File: config.mk
export PLATFORM = sky130hd
export DESIGN_NAME = draw_letters
export DESIGN_NICKNAME = d
export VERILOG_FILES = /design/src/rtl/draw_letters.sv
export SDC_FILE = /design/constraint.sdc
export NUM_CORES = 1
export LEC_CHECK = 0
export BUFFER_PORTS_ARGS = -buffer_cell sky130_fd_sc_hd__buf_2
export CAP_MARGIN = 20
export CORE_MARGIN = 2
export CORE_UTILIZATION = 50
export CTS_BUF_LIST = sky130_fd_sc_hd__clkbuf_8
export CTS_CLUSTER_DIAMETER = 40
export DETAILED_ROUTE_END_ITERATION = 7
export GPL_TIMING_DRIVEN = 0
export HOLD_SLACK_MARGIN = 0.08
export PLACE_DENSITY_LB_ADDON = 0.1
export SYNTH_ARGS = -nofsm -noshare
export SYNTH_HDL_FRONTEND = slang
export SYNTH_SLANG_ARGS = --single-unit
File: constraint.sdc
create_clock -name clk -period 3.4 [get_ports clk]
set_input_delay 1.02 -clock clk [delete_from_list [all_inputs] [get_ports clk]]
set_output_delay 1.02 -clock clk [all_outputs]
set_load 0.01 [all_outputs]
File: src/rtl/draw_letters.sv
// draw_letters: aligns the VGA bus to the font-ROM latency and overlays the A-H / 1-8 board labels.
// Optional macro LETTER_SHADOW_EN adds a 1-px right-hand drop shadow in SHADOW_COLOR.
module draw_letters #(
    parameter int unsigned ROM_LAT      = 1,
    parameter logic [11:0] LETTER_COLOR = 12'hFFF
`ifdef LETTER_SHADOW_EN
    ,
    parameter logic [11:0] SHADOW_COLOR = 12'h222
`endif
) (
    input  logic        clk,
    input  logic        rst,
    input  logic [10:0] vcount_in,
    input  logic        vsync_in,
    input  logic        vblnk_in,
    input  logic [10:0] hcount_in,
    input  logic        hsync_in,
    input  logic        hblnk_in,
    input  logic [11:0] rgb_in,
    input  logic [7:0]  char_pixels,
    output logic [10:0] vcount_out,
    output logic        vsync_out,
    output logic        vblnk_out,
    output logic [10:0] hcount_out,
    output logic        hsync_out,
    output logic        hblnk_out,
    output logic [11:0] rgb_out
);

    typedef struct packed {
        logic [10:0] vcount;
        logic        vsync;
        logic        vblnk;
        logic [10:0] hcount;
        logic        hsync;
        logic        hblnk;
        logic [11:0] rgb;
        logic        region;
        logic [2:0]  col;
    } pix_t;

    localparam int unsigned PIPE_W = ROM_LAT * $bits(pix_t);

    pix_t                   stage0;
    pix_t [ROM_LAT-1:0]     pipe;
    pix_t                   aligned;
    logic [5:0]             hm;
    logic [5:0]             vm;
    logic                   in_top_bottom;
    logic                   side_rows;
    logic                   in_left;
    logic                   in_right;
    logic                   glyph_bit;
    logic [11:0]            rgb_next;

    // Label region / glyph column decode on the undelayed coordinates.
    always_comb begin
        hm = hcount_in[5:0];
        vm = vcount_in[5:0];

        in_top_bottom = (hcount_in >= 11'd256) && (hcount_in <= 11'd768)
                     && (((vcount_in >= 11'd104) && (vcount_in <= 11'd120))
                      || ((vcount_in >= 11'd648) && (vcount_in <= 11'd664)))
                     && (hm >= 6'd28) && (hm <= 6'd35);
        side_rows = (vcount_in >= 11'd128) && (vcount_in <= 11'd640)
                 && (vm >= 6'd24) && (vm <= 6'd40);
        in_left  = side_rows && (hcount_in >= 11'd236) && (hcount_in <= 11'd243);
        in_right = side_rows && (hcount_in >= 11'd780) && (hcount_in <= 11'd787);

        stage0        = '0;
        stage0.vcount = vcount_in;
        stage0.vsync  = vsync_in;
        stage0.vblnk  = vblnk_in;
        stage0.hcount = hcount_in;
        stage0.hsync  = hsync_in;
        stage0.hblnk  = hblnk_in;
        stage0.rgb    = rgb_in;
        stage0.region = in_top_bottom || in_left || in_right;
        if (in_top_bottom) begin
            stage0.col = 3'(hm - 6'd28);
        end else if (in_left) begin
            stage0.col = 3'(hcount_in - 11'd236);
        end else if (in_right) begin
            stage0.col = 3'(hcount_in - 11'd780);
        end
    end

    assign aligned = pipe[ROM_LAT-1];

    always_comb begin
        glyph_bit = char_pixels[3'd7 - aligned.col];
        rgb_next  = aligned.rgb;
        if (aligned.hblnk || aligned.vblnk) begin
            rgb_next = '0;
        end else if (aligned.region && glyph_bit) begin
            rgb_next = LETTER_COLOR;
        end
`ifdef LETTER_SHADOW_EN
        else if (aligned.region && (aligned.col != 3'd0)
                 && char_pixels[3'(4'd8 - {1'b0, aligned.col})]) begin
            rgb_next = SHADOW_COLOR;
        end
`endif
    end

    always_ff @(posedge clk or posedge rst) begin
        if (rst) begin
            pipe       <= '0;
            vcount_out <= '0;
            vsync_out  <= 1'b0;
            vblnk_out  <= 1'b0;
            hcount_out <= '0;
            hsync_out  <= 1'b0;
            hblnk_out  <= 1'b0;
            rgb_out    <= '0;
        end else begin
            // New pixel enters element 0; the oldest element falls off the top.
            pipe       <= PIPE_W'({pipe, stage0});
            vcount_out <= aligned.vcount;
            vsync_out  <= aligned.vsync;
            vblnk_out  <= aligned.vblnk;
            hcount_out <= aligned.hcount;
            hsync_out  <= aligned.hsync;
            hblnk_out  <= aligned.hblnk;
            rgb_out    <= rgb_next;
        end
    end

endmodule

* After elaboration in Yosys (flattened, before gate mapping)
Cells that the tools add are included.
** Word-level totals
- Register bits :: 80
- Latch bits :: 0
- RAM bits :: 0
- ROM bits :: 0
- Input bits :: 48
- Output and inout bits :: 38
- Word-level logic and storage cells :: 62
- Memories :: 0
** Operators by class
- $add $sub $neg :: 4
- $mul :: 0
- Divide/modulo/power cells :: 0
- Order comparisons :: 17
- Equality and inequality tests :: 0
- Shift-type cells :: 0
- Mux-type cells :: 7
- Bitwise operators :: 0
- Reductions and logical operators :: 18
** Operators with widths (count)
- $le 11x10->1 const B :: 4
- $mux 12 :: 2
- $ge 11x10->1 const B :: 2
- $ge 11x8->1 const B :: 2
- $logic_and 1x1->1 :: 14
- $ge 6x5->1 const B :: 2
- $le 6x6->1 const B :: 2
- $ge 11x7->1 const B :: 1
- $ge 11x9->1 const B :: 1
- $le 11x7->1 const B :: 1
- $le 11x8->1 const B :: 1
- $mux 3 :: 3
- $sub 3x3->3 const B :: 3
- $logic_or 1x1->1 :: 4
- $lt 3x4->1 const B :: 1
- $bmux 1 s3 :: 1
- $sub 3x3->3 const A :: 1
- $mux 1 :: 1

* Logic depth before layout (Yosys ltp)
Gate-level depths: netlist of the first run.
- Word-level depth :: 9
- Mapped depth :: 5
- Depth with buffers taken out :: 4

* Worst setup path before layout of the first run
OpenSTA, ideal clock, no wires.
- Path kind :: input-to-reg
- Start point :: input vcount_in[10]
- End point :: register pipe (netlist bit aligned[2])
- Library setup time :: 0.078 ns
- Arrival time :: 2.179 ns
- Data required time :: 3.322 ns
- Path slack :: 1.142 ns
- Stages :: 4
- Path through :: or3_1 a211o_1 or4_4 a21oi_1
** RTL lines
- start: declaration :: RTL line 13 : input logic [10:0] vcount_in,
- end signal: assignment :: RTL line 118 : pipe <= PIPE_W'({pipe, stage0});
- end: declaration :: RTL line 45 : pix_t [ROM_LAT-1:0] pipe;

==> flow_summary.html, run 1 <==
<table>
<tr><th>Metric</th><th>Value</th></tr>
<tr><th colspan="2">Pwr</th></tr>
<tr><td>Clk pwr share</td><td>0.400</td></tr>
<tr><td>Switching portion of total power</td><td>0.199</td></tr>
<tr><td>Cell leakage power</td><td>0.00163 uW</td></tr>
<tr><td>Cell internal power dissipation</td><td>1490 uW</td></tr>
<tr><td>Pwr dens</td><td>602 mW/mm2</td></tr>
<tr><td>Final Power</td><td>1850 uW</td></tr>
<tr><td>Net switching power of the design</td><td>368 uW</td></tr>
<tr><td>VDD IR max</td><td>0.380 mV</td></tr>
<tr><td>Relative contribution of combinational cells to total power</td><td>0.058</td></tr>
<tr><td>Sequential group share of total power</td><td>0.542</td></tr>
<tr><th colspan="2">Route</th></tr>
<tr><td>Iteration-0 DRC Markers</td><td>55</td></tr>
<tr><td>DRC violation count after routing</td><td>0</td></tr>
<tr><td>Routed len/inst</td><td>13.9 um</td></tr>
<tr><td>DRT antenna net count</td><td>0</td></tr>
<tr><td>Total length of routed wires</td><td>around 4.0 mm</td></tr>
<tr><td>First drt pass iteration count</td><td>4</td></tr>
<tr><td>Total number of vias</td><td>1399</td></tr>
<tr><td>Routed vias/inst</td><td>4.89</td></tr>
<tr><th colspan="2">STA</th></tr>
<tr><td>Minimum clock period after layout</td><td>2.13 ns</td></tr>
<tr><td>Pin slew with the least headroom to its limit</td><td>0.908 ns</td></tr>
<tr><td>Setup tns final</td><td>0 ns</td></tr>
<tr><td>Number of endpoints failing setup at the final stage</td><td>0</td></tr>
<tr><td>Final Skew</td><td>0.00360 ns</td></tr>
<tr><td>Unrepaired setup endpoints after global routing</td><td>false</td></tr>
<tr><td>Fin worst setup slack</td><td>1.27 ns</td></tr>
<tr><td>Highest attainable clock frequency</td><td>469 MHz</td></tr>
<tr><td>Relative max-transition margin</td><td>0.395</td></tr>
<tr><td>Final Hold Viols</td><td>0</td></tr>
<tr><td>Final Max Slew Viols</td><td>0</td></tr>
<tr><td>Final period util</td><td>0.627</td></tr>
<tr><th colspan="2">GRT</th></tr>
<tr><td>Maximum number of pins on one net before global-route repair</td><td>81</td></tr>
<tr><td>All-Layer GR Usage</td><td>0.168</td></tr>
<tr><td>Number of global-route vias before repair</td><td>1412</td></tr>
<tr><td>First-pass GRT wire length</td><td>6.45 mm</td></tr>
<tr><td>Number of antenna violations at the first check in global routing</td><td>0</td></tr>
<tr><td>Total congestion overflow</td><td>0</td></tr>
<tr><th colspan="2">Final layout</th></tr>
<tr><td>Utilization after layout</td><td>0.666</td></tr>
<tr><td>Total inserted antenna cells</td><td>0</td></tr>
<tr><td>Leading cell types in the layout, fill and taps excluded</td><td>85 x sky130_fd_sc_hd__buf_2, 80 x sky130_fd_sc_hd__dfrtp_1, 12 x sky130_fd_sc_hd__a21o_1, 11 x sky130_fd_sc_hd__clkbuf_8, 6 x sky130_fd_sc_hd__nor2_1</td></tr>
<tr><td>Synthesis-to-finish area growth</td><td>30.2%</td></tr>
<tr><td>Ratio of cells with drive above 1 in the final layout</td><td>0.444</td></tr>
<tr><td>Final Net Count</td><td>276</td></tr>
<tr><td>Count of filler cells inserted in the layout</td><td>354</td></tr>
<tr><td>Most common cell after layout, fill and taps aside</td><td>sky130_fd_sc_hd__buf_2</td></tr>
<tr><th colspan="2">Setup path</th></tr>
<tr><td>Largest delay contributor family on the critical path</td><td>simple AND/OR/NAND/NOR gates</td></tr>
<tr><td>Critical Path Fanout Max</td><td>4</td></tr>
<tr><td>Required arrival time at the worst endpoint</td><td>around 3.7 ns</td></tr>
<tr><td>Critical-path cell list</td><td>buf_2, or3_1, a211o_1, or4_4, a21boi_1</td></tr>
<tr><td>Arrival time worst endpoint</td><td>2.38 ns</td></tr>
<tr><td>Master of the slowest instance on the critical path</td><td>sky130_fd_sc_hd__or4_4</td></tr>
<tr><td>Worst R2R Path Depth</td><td>5</td></tr>
<tr><td>Worst reg2reg endpoint</td><td>rgb_out[6]</td></tr>
<tr><td>Type of destination of the critical path</td><td>register</td></tr>
<tr><td>Setup CP Type</td><td>input pin to register</td></tr>
<tr><td>Crit path launch type</td><td>input pin</td></tr>
<tr><td>Reg-to-reg startpoint</td><td>aligned[0]</td></tr>
<tr><td>Stage delay of the slowest cell on the critical path</td><td>0.44 ns</td></tr>
<tr><td>Slack of the worst reg-to-reg path</td><td>approximately 1.7 ns</td></tr>
<tr><td>Combined buffer and inverter count along the critical path</td><td>1</td></tr>
<tr><th colspan="2">Clock network</th></tr>
<tr><td>TritonCTS Buffers</td><td>9</td></tr>
<tr><td>Source-to-sink clock delay at the later pin of the worst-skew pair</td><td>0.33 ns</td></tr>
<tr><td>Resized Gates After CTS</td><td>0</td></tr>
<tr><td>H-tree level count</td><td>3</td></tr>
<tr><td>TritonCTS clock tree</td><td>yes</td></tr>
<tr><td>Cell at the root of the clock tree</td><td>sky130_fd_sc_hd__clkbuf_8</td></tr>
<tr><td>Buffers inserted during post-CTS setup optimization</td><td>0</td></tr>
<tr><td>Clk buf depth</td><td>2</td></tr>
<tr><td>Hold buffers post-CTS</td><td>0</td></tr>
<tr><td>Clk sinks</td><td>80</td></tr>
<tr><td>Post-CTS clock slew at the launch and capture registers of the worst setup and hold paths</td><td>0.07 ns</td></tr>
<tr><th colspan="2">Synthesis</th></tr>
<tr><td>Synthesized Nets</td><td>between 150 and 200</td></tr>
<tr><td>Number of instances in the synthesized netlist</td><td>132</td></tr>
<tr><td>Synthesized area per cell</td><td>17.9 um2</td></tr>
<tr><td>Unique masters post-synth</td><td>26</td></tr>
<tr><td>#FFs+latches synth</td><td>80</td></tr>
<tr><td>Syn. warnings</td><td>0</td></tr>
<tr><td>Sequential area share after synthesis</td><td>0.846</td></tr>
<tr><td>Post-synthesis instance area</td><td>0.00237 mm2</td></tr>
<tr><th colspan="2">Worst hold path</th></tr>
<tr><td>Path category of the worst min-delay check</td><td>register to register</td></tr>
<tr><td>Sink of the worst hold path</td><td>hcount_out[2]</td></tr>
<tr><td>Worst Hold Launch</td><td>aligned[20]</td></tr>
<tr><td>Hold path cells</td><td>0</td></tr>
<tr><th colspan="2">Placement</th></tr>
<tr><td>GP Congestion</td><td>0.851</td></tr>
<tr><td>Count of port buffers added during placement</td><td>85</td></tr>
<tr><td>Post-place setup slack</td><td>0.926 ns</td></tr>
<tr><td>Half-perimeter wire length after detailed placement</td><td>roughly 2.8 mm</td></tr>
<tr><th colspan="2">Floorplan</th></tr>
<tr><td>Die Footprint</td><td>0.00530 mm2</td></tr>
<tr><td>X dimension of the die</td><td>72.8 um</td></tr>
<tr><td>Effective utilization at floorplan</td><td>0.511</td></tr>
<tr><td>Core box area</td><td>between 0.004 and 0.005 mm2</td></tr>
<tr><td>I/O pin total</td><td>86</td></tr>
<tr><td>Std-Cell Rows</td><td>25</td></tr>
<tr><td>Die Height</td><td>72.8 um</td></tr>
<tr><th colspan="2">Run</th></tr>
<tr><td>Max Cap Violations</td><td>0</td></tr>
<tr><th colspan="2">Status</th></tr>
<tr><td>Result of the run</td><td>finished clean</td></tr>
</table>
worst reg2reg max path, stage by stage (launching register included):
cell and delay (ns):
sky130_fd_sc_hd__dfrtp_1 0.39, sky130_fd_sc_hd__mux4_2 0.50, sky130_fd_sc_hd__mux2i_1 0.14, sky130_fd_sc_hd__nor2_1 0.08, sky130_fd_sc_hd__clkbuf_1 0.23, sky130_fd_sc_hd__a21o_1 0.23
routing by layer:
metal	track usage	part of all wire	up-vias	wire length [um]
met5	0	0	-	0
met4	0.0947	0.019	0	77
met3	0.0470	0.066	9	262
met2	0.266	0.50	61	2000
met1	0.211	0.41	687	1640
li1	-	-	642	-
Yosys cell counts, drive strengths merged:
master / count / area share
a21boi: 2 / 0.0063
dfrtp: 80 / 0.85
o31a: 1 / 0.0037
inv: 1 / 0.0016
o22ai: 1 / 0.0026
xnor2: 1 / 0.0037
nand3: 1 / 0.0021
nor2: 6 / 0.0095
a211o: 1 / 0.0037
mux4: 2 / 0.019
or4: 1 / 0.0048
or3: 1 / 0.0026
a31oi: 2 / 0.0053
o2111ai: 1 / 0.0037
a21o: 12 / 0.038
o21ai: 1 / 0.0021
nor4bb: 1 / 0.0042
and4b: 1 / 0.0042
nor4b: 1 / 0.0037
o21a: 1 / 0.0032
nor2b: 1 / 0.0026
nor3: 3 / 0.0063
clkbuf: 2 / 0.0032
nand2: 3 / 0.0048
a21oi: 4 / 0.0085
mux2i: 1 / 0.0042
how the worst max path moves through the flow:
stage,startpoint,to,slack (ns),cells past startpoint
6_report,vcount_in[10],aligned[1],1.27,5
5_1_grt,vcount_in[10],aligned[0],1.25,5
4_1_cts,vcount_in[10],aligned[1],1.28,5
3_5_place_dp,vcount_in[10],aligned[1],0.93,5
3_3_place_gp,rst,aligned[19],-0.25,2
2_1_floorplan,rst,aligned[0],0.33,1
flip-flops by register name (all words and copies together) (netlist names):
signal,cells
aligned,42
hblnk_out,1
hcount_out,11
hsync_out,1
rgb_out,12
vblnk_out,1
vcount_out,11
vsync_out,1
power groups by stage:
stage	registers [uW]	logic (uW)	clock network, uW
after floorplan	1030	32.7	0
after global placement	1020	106	0
after detailed placement	1020	110	0
after CTS	1010	111	760
after global routing	1010	121	799
final	1010	108	741
area by class of cell:
type,count,area (um2),area share
Multi-Input combinational cell,49,353,0.114
Buffer,2,7.51,0.00244
Sequential cell,80,2000,0.650
Inverter,1,6.26,0.00203
Timing Repair Buffer,85,425,0.138
Clock buffer,11,151,0.0491
Clock inverter,4,68.8,0.0223
Tap cell,54,67.6,0.0219
kinds of logic (layout without fill, tap and decap cells):
logic type                Yosys count  after routing  share of synthesized area
DFF                                80             80                      0.846
and+or+nand+nor                    19             19                     0.0449
buffers and inverters               3            103                    0.00476
AOI/OAI and AO/OA                  26             26                     0.0772
muxes                               3              3                     0.0233
xor gates and xnor gates            1              1                    0.00370
metrics by stage:
| stage | hold slack (ns) | std cells | cell area (um2) |
|---|---|---|---|
| global route | 0.352 | 286 | 3080 |
| floorplan | 0.331 | 132 | 2370 |
| CTS | 0.350 | 286 | 3080 |
| global placement | 0.332 | 271 | 2860 |
| finish | 0.349 | 286 | 3080 |
| detailed placement | 0.335 | 271 | 2860 |
(Power assumes the default switching activity.)
==> inputs of run 2 (changes only) <==
--- a/config.mk
+++ b/config.mk
@@ -8,7 +8,7 @@
 export BUFFER_PORTS_ARGS = -buffer_cell sky130_fd_sc_hd__buf_2
 export CAP_MARGIN = 20
 export CORE_MARGIN = 2
-export CORE_UTILIZATION = 50
+export CORE_UTILIZATION = 45
 export CTS_BUF_LIST = sky130_fd_sc_hd__clkbuf_8
 export CTS_CLUSTER_DIAMETER = 40
 export DETAILED_ROUTE_END_ITERATION = 7
==> constraint.sdc (replaced) <==
create_clock -name clk -period 1.75 [get_ports clk]
set_input_delay 0.525 -clock clk [delete_from_list [all_inputs] [get_ports clk]]
set_output_delay 0.525 -clock clk [all_outputs]
set_load 0.01 [all_outputs]
==> run 2 against run 1 <==
Against the previous run: register-to-register slack worse by 1.5 ns; hold slack got worse by 0.055 ns; highest routed layer unchanged; sequential share of layout area down 0.39 points; wire length rose by 2.2%; die area up 10%; combinational power is 100% higher; worst setup slack worse by 1.2 ns; first-iteration DRC count is 15% lower; critical path type unchanged.
==> flow_summary.html, run 2 (synthesis results as in run 1) <==
<table>
<tr><th>Metric</th><th>Value</th></tr>
<tr><th colspan="2">STA</th></tr>
<tr><td>Relative max-transition margin</td><td>0.537 (+0.142)</td></tr>
<tr><td>Pin slew with the least headroom to its limit</td><td>0.693 ns (-0.215 ns)</td></tr>
<tr><td>Final period util</td><td>0.937</td></tr>
<tr><td>Hold slack</td><td>0.293 ns (-0.0551 ns)</td></tr>
<tr><td>Final Max Slew Viols</td><td>0 (unchanged)</td></tr>
<tr><td>Final Skew</td><td>0.00457 ns (+0.000978 ns)</td></tr>
<tr><td>Highest attainable clock frequency</td><td>610 MHz</td></tr>
<tr><td>Number of endpoints failing setup at the final stage</td><td>0 (unchanged)</td></tr>
<tr><td>Fin worst setup slack</td><td>0.111 ns (-1.16 ns)</td></tr>
<tr><td>Minimum clock period after layout</td><td>1.64 ns</td></tr>
<tr><td>Final Hold Viols</td><td>0 (unchanged)</td></tr>
<tr><td>Unrepaired setup endpoints after global routing</td><td>false</td></tr>
<tr><th colspan="2">Clock network</th></tr>
<tr><td>H-tree level count</td><td>3 (unchanged)</td></tr>
<tr><td>Clk buf depth</td><td>2 (unchanged)</td></tr>
<tr><td>TritonCTS clock tree</td><td>yes</td></tr>
<tr><td>TritonCTS Buffers</td><td>9 (unchanged)</td></tr>
<tr><td>Clk sinks</td><td>80 (unchanged)</td></tr>
<tr><td>Cell at the root of the clock tree</td><td>sky130_fd_sc_hd__clkbuf_8</td></tr>
<tr><td>Source-to-sink clock delay at the later pin of the worst-skew pair</td><td>0.33 ns (about the same)</td></tr>
<tr><td>Buffers inserted during post-CTS setup optimization</td><td>0 (unchanged)</td></tr>
<tr><td>Post-CTS clock slew at the launch and capture registers of the worst setup and hold paths</td><td>0.07 ns (about the same)</td></tr>
<tr><th colspan="2">Status</th></tr>
<tr><td>Result of the run</td><td>finished clean</td></tr>
<tr><th colspan="2">Placement</th></tr>
<tr><td>GP Congestion</td><td>0.766 (-10%)</td></tr>
<tr><td>Count of port buffers added during placement</td><td>85 (unchanged)</td></tr>
<tr><td>Half-perimeter wire length after detailed placement</td><td>2.93 mm (+3.5%)</td></tr>
<tr><td>Post-place setup slack</td><td>-0.228 ns (-1.15 ns)</td></tr>
<tr><th colspan="2">Floorplan</th></tr>
<tr><td>Die Footprint</td><td>0.00585 mm2 (+10%)</td></tr>
<tr><td>Effective utilization at floorplan</td><td>0.466 (-0.0449)</td></tr>
<tr><td>Std-Cell Rows</td><td>26 (+4.0%)</td></tr>
<tr><td>X dimension of the die</td><td>76.5 um (+5.1%)</td></tr>
<tr><td>I/O pin total</td><td>86 (unchanged)</td></tr>
<tr><td>Core box area</td><td>0.00507 mm2 (+9.6%)</td></tr>
<tr><td>Die Height</td><td>76.5 um (+5.1%)</td></tr>
<tr><th colspan="2">Route</th></tr>
<tr><td>Iteration-0 DRC Markers</td><td>47 (-15%)</td></tr>
<tr><td>First drt pass iteration count</td><td>4 (unchanged)</td></tr>
<tr><td>Routed len/inst</td><td>13.4 um (-3.6%)</td></tr>
<tr><td>Total length of routed wires</td><td>4.06 mm (+2.2%)</td></tr>
<tr><td>Routed vias/inst</td><td>4.55 (-7.0%)</td></tr>
<tr><td>DRC violation count after routing</td><td>0 (unchanged)</td></tr>
<tr><td>DRT antenna net count</td><td>0 (unchanged)</td></tr>
<tr><td>Total number of vias</td><td>1378 (-1.5%)</td></tr>
<tr><th colspan="2">Final layout</th></tr>
<tr><td>Multi-input gate area</td><td>355 um2 (+0.71%)</td></tr>
<tr><td>Count of filler cells inserted in the layout</td><td>434 (+23%)</td></tr>
<tr><td>Final Net Count</td><td>276 (unchanged)</td></tr>
<tr><td>Ratio of cells with drive above 1 in the final layout</td><td>0.451 (+0.00668)</td></tr>
<tr><td>Total inserted antenna cells</td><td>0 (unchanged)</td></tr>
<tr><td>Area occupied by registers</td><td>0.00200 mm2 (unchanged)</td></tr>
<tr><td>Most common cell after layout, fill and taps aside</td><td>sky130_fd_sc_hd__buf_2</td></tr>
<tr><td>Leading cell types in the layout, fill and taps excluded</td><td>85 x sky130_fd_sc_hd__buf_2, 80 x sky130_fd_sc_hd__dfrtp_1, 12 x sky130_fd_sc_hd__a21o_1, 11 x sky130_fd_sc_hd__clkbuf_8, 5 x sky130_fd_sc_hd__nor2_1</td></tr>
<tr><td>Synthesis-to-finish area growth</td><td>31.0%</td></tr>
<tr><td>Flip-flop count of the largest register after layout</td><td>42 (unchanged)</td></tr>
<tr><th colspan="2">GRT</th></tr>
<tr><td>First-pass GRT wire length</td><td>6.85 mm (+6.2%)</td></tr>
<tr><td>Total congestion overflow</td><td>0 (unchanged)</td></tr>
<tr><td>Number of global-route vias before repair</td><td>1441 (+2.1%)</td></tr>
<tr><td>Maximum number of pins on one net before global-route repair</td><td>49 (-40%)</td></tr>
<tr><td>Number of antenna violations at the first check in global routing</td><td>0 (unchanged)</td></tr>
<tr><td>All-Layer GR Usage</td><td>0.158 (-0.0102)</td></tr>
<tr><th colspan="2">Pwr</th></tr>
<tr><td>VDD IR max</td><td>0.518 mV (+36%)</td></tr>
<tr><td>Cell leakage power</td><td>0.00163 uW (about the same)</td></tr>
<tr><td>Pwr dens</td><td>1120 mW/mm2 (+86%)</td></tr>
<tr><th colspan="2">Worst hold path</th></tr>
<tr><td>Path category of the worst min-delay check</td><td>input pin to asynchronous set/reset pin</td></tr>
<tr><th colspan="2">Setup path</th></tr>
<tr><td>Crit path launch type</td><td>input pin</td></tr>
<tr><td>Required arrival time at the worst endpoint</td><td>2.00 ns (-1.65 ns)</td></tr>
<tr><td>Arrival time worst endpoint</td><td>1.89 ns (-0.49 ns)</td></tr>
<tr><td>Type of destination of the critical path</td><td>register</td></tr>
<tr><td>Setup CP Type</td><td>input pin to register</td></tr>
<tr><td>Critical Path Fanout Max</td><td>4 (unchanged)</td></tr>
<tr><th colspan="2">Run</th></tr>
<tr><td>Max Cap Violations</td><td>0 (unchanged)</td></tr>
</table>
==> run 2: area by class of cell <==
cell class / count / share of cell area
sequential: 80 / 0.646
timing repair buffer: 86 / 0.144
multi-input combinational: 49 / 0.115
clock buffer: 11 / 0.0488
tap: 70 / 0.0282
clock inverter: 5 / 0.0153
inverter: 1 / 0.00242
buffer: 1 / 0.00121
==> run 2: critical path, stage by stage <==
cell and delay, ns:
sky130_fd_sc_hd__buf_2 0.11, sky130_fd_sc_hd__or3_1 0.37, sky130_fd_sc_hd__a211o_1 0.29, sky130_fd_sc_hd__or4_4 0.44, sky130_fd_sc_hd__a21oi_1 0.15
==> run 2: metal layers <==
metal / track usage / vias to the layer above / share of wire
met3: 0.0711 / 2 / 0.071
met1: 0.190 / 673 / 0.42
li1: - / 643 / -
met5: 0 / - / 0
met4: 0.0855 / 0 / 0.0054
met2: 0.239 / 60 / 0.50
==> run 2: power breakdown <==
part	total, uW	internal, uW	leakage (uW)	switching [uW]
Clock	1290	722	0.000112	570
Sequential	1950	1930	0.000963	21.4
Combinational	216	94.0	0.000557	122
Total	3460	2750	0.00163	714
==> run 2: metrics by stage <==
step / area, um2 / util / total power (uW) / setup TNS, ns / instances
2_1_floorplan: 2370 / - / 2070 / -0.0365 / 132
3_3_place_gp: 2880 / 0.568 / 2200 / -8.36 / 287
3_5_place_dp: 2900 / 0.572 / 2210 / -2.08 / 288
4_1_cts: 3100 / 0.611 / 3530 / 0 / 304
5_1_grt: 3100 / 0.611 / 3650 / 0 / 303
6_report: 3100 / 0.611 / 3460 / 0 / 303
==> run 2: final timing paths <==
| path | from | to | slack [ns] | cells after the start |
|---|---|---|---|---|
| max reg2reg | aligned[0] | rgb_out[5] | 0.25 | 4 |
| min reg2reg | aligned[22] | hcount_out[4] | 0.35 | 0 |
| min | rst | rgb_out[1] | 0.29 | 2 |
| min in group clk | hsync_in | aligned[17] | 0.30 | 1 |
| max in group asynchronous | rst | aligned[2] | 0.81 | 3 |
| max | vcount_in[10] | aligned[2] | 0.11 | 5 |
==> run 2: timing repair <==
item | in CTS | in global routing
resized for setup | 0 | 1
hold buffers | 0 | 0
setup endpoints to repair | 0 | 10
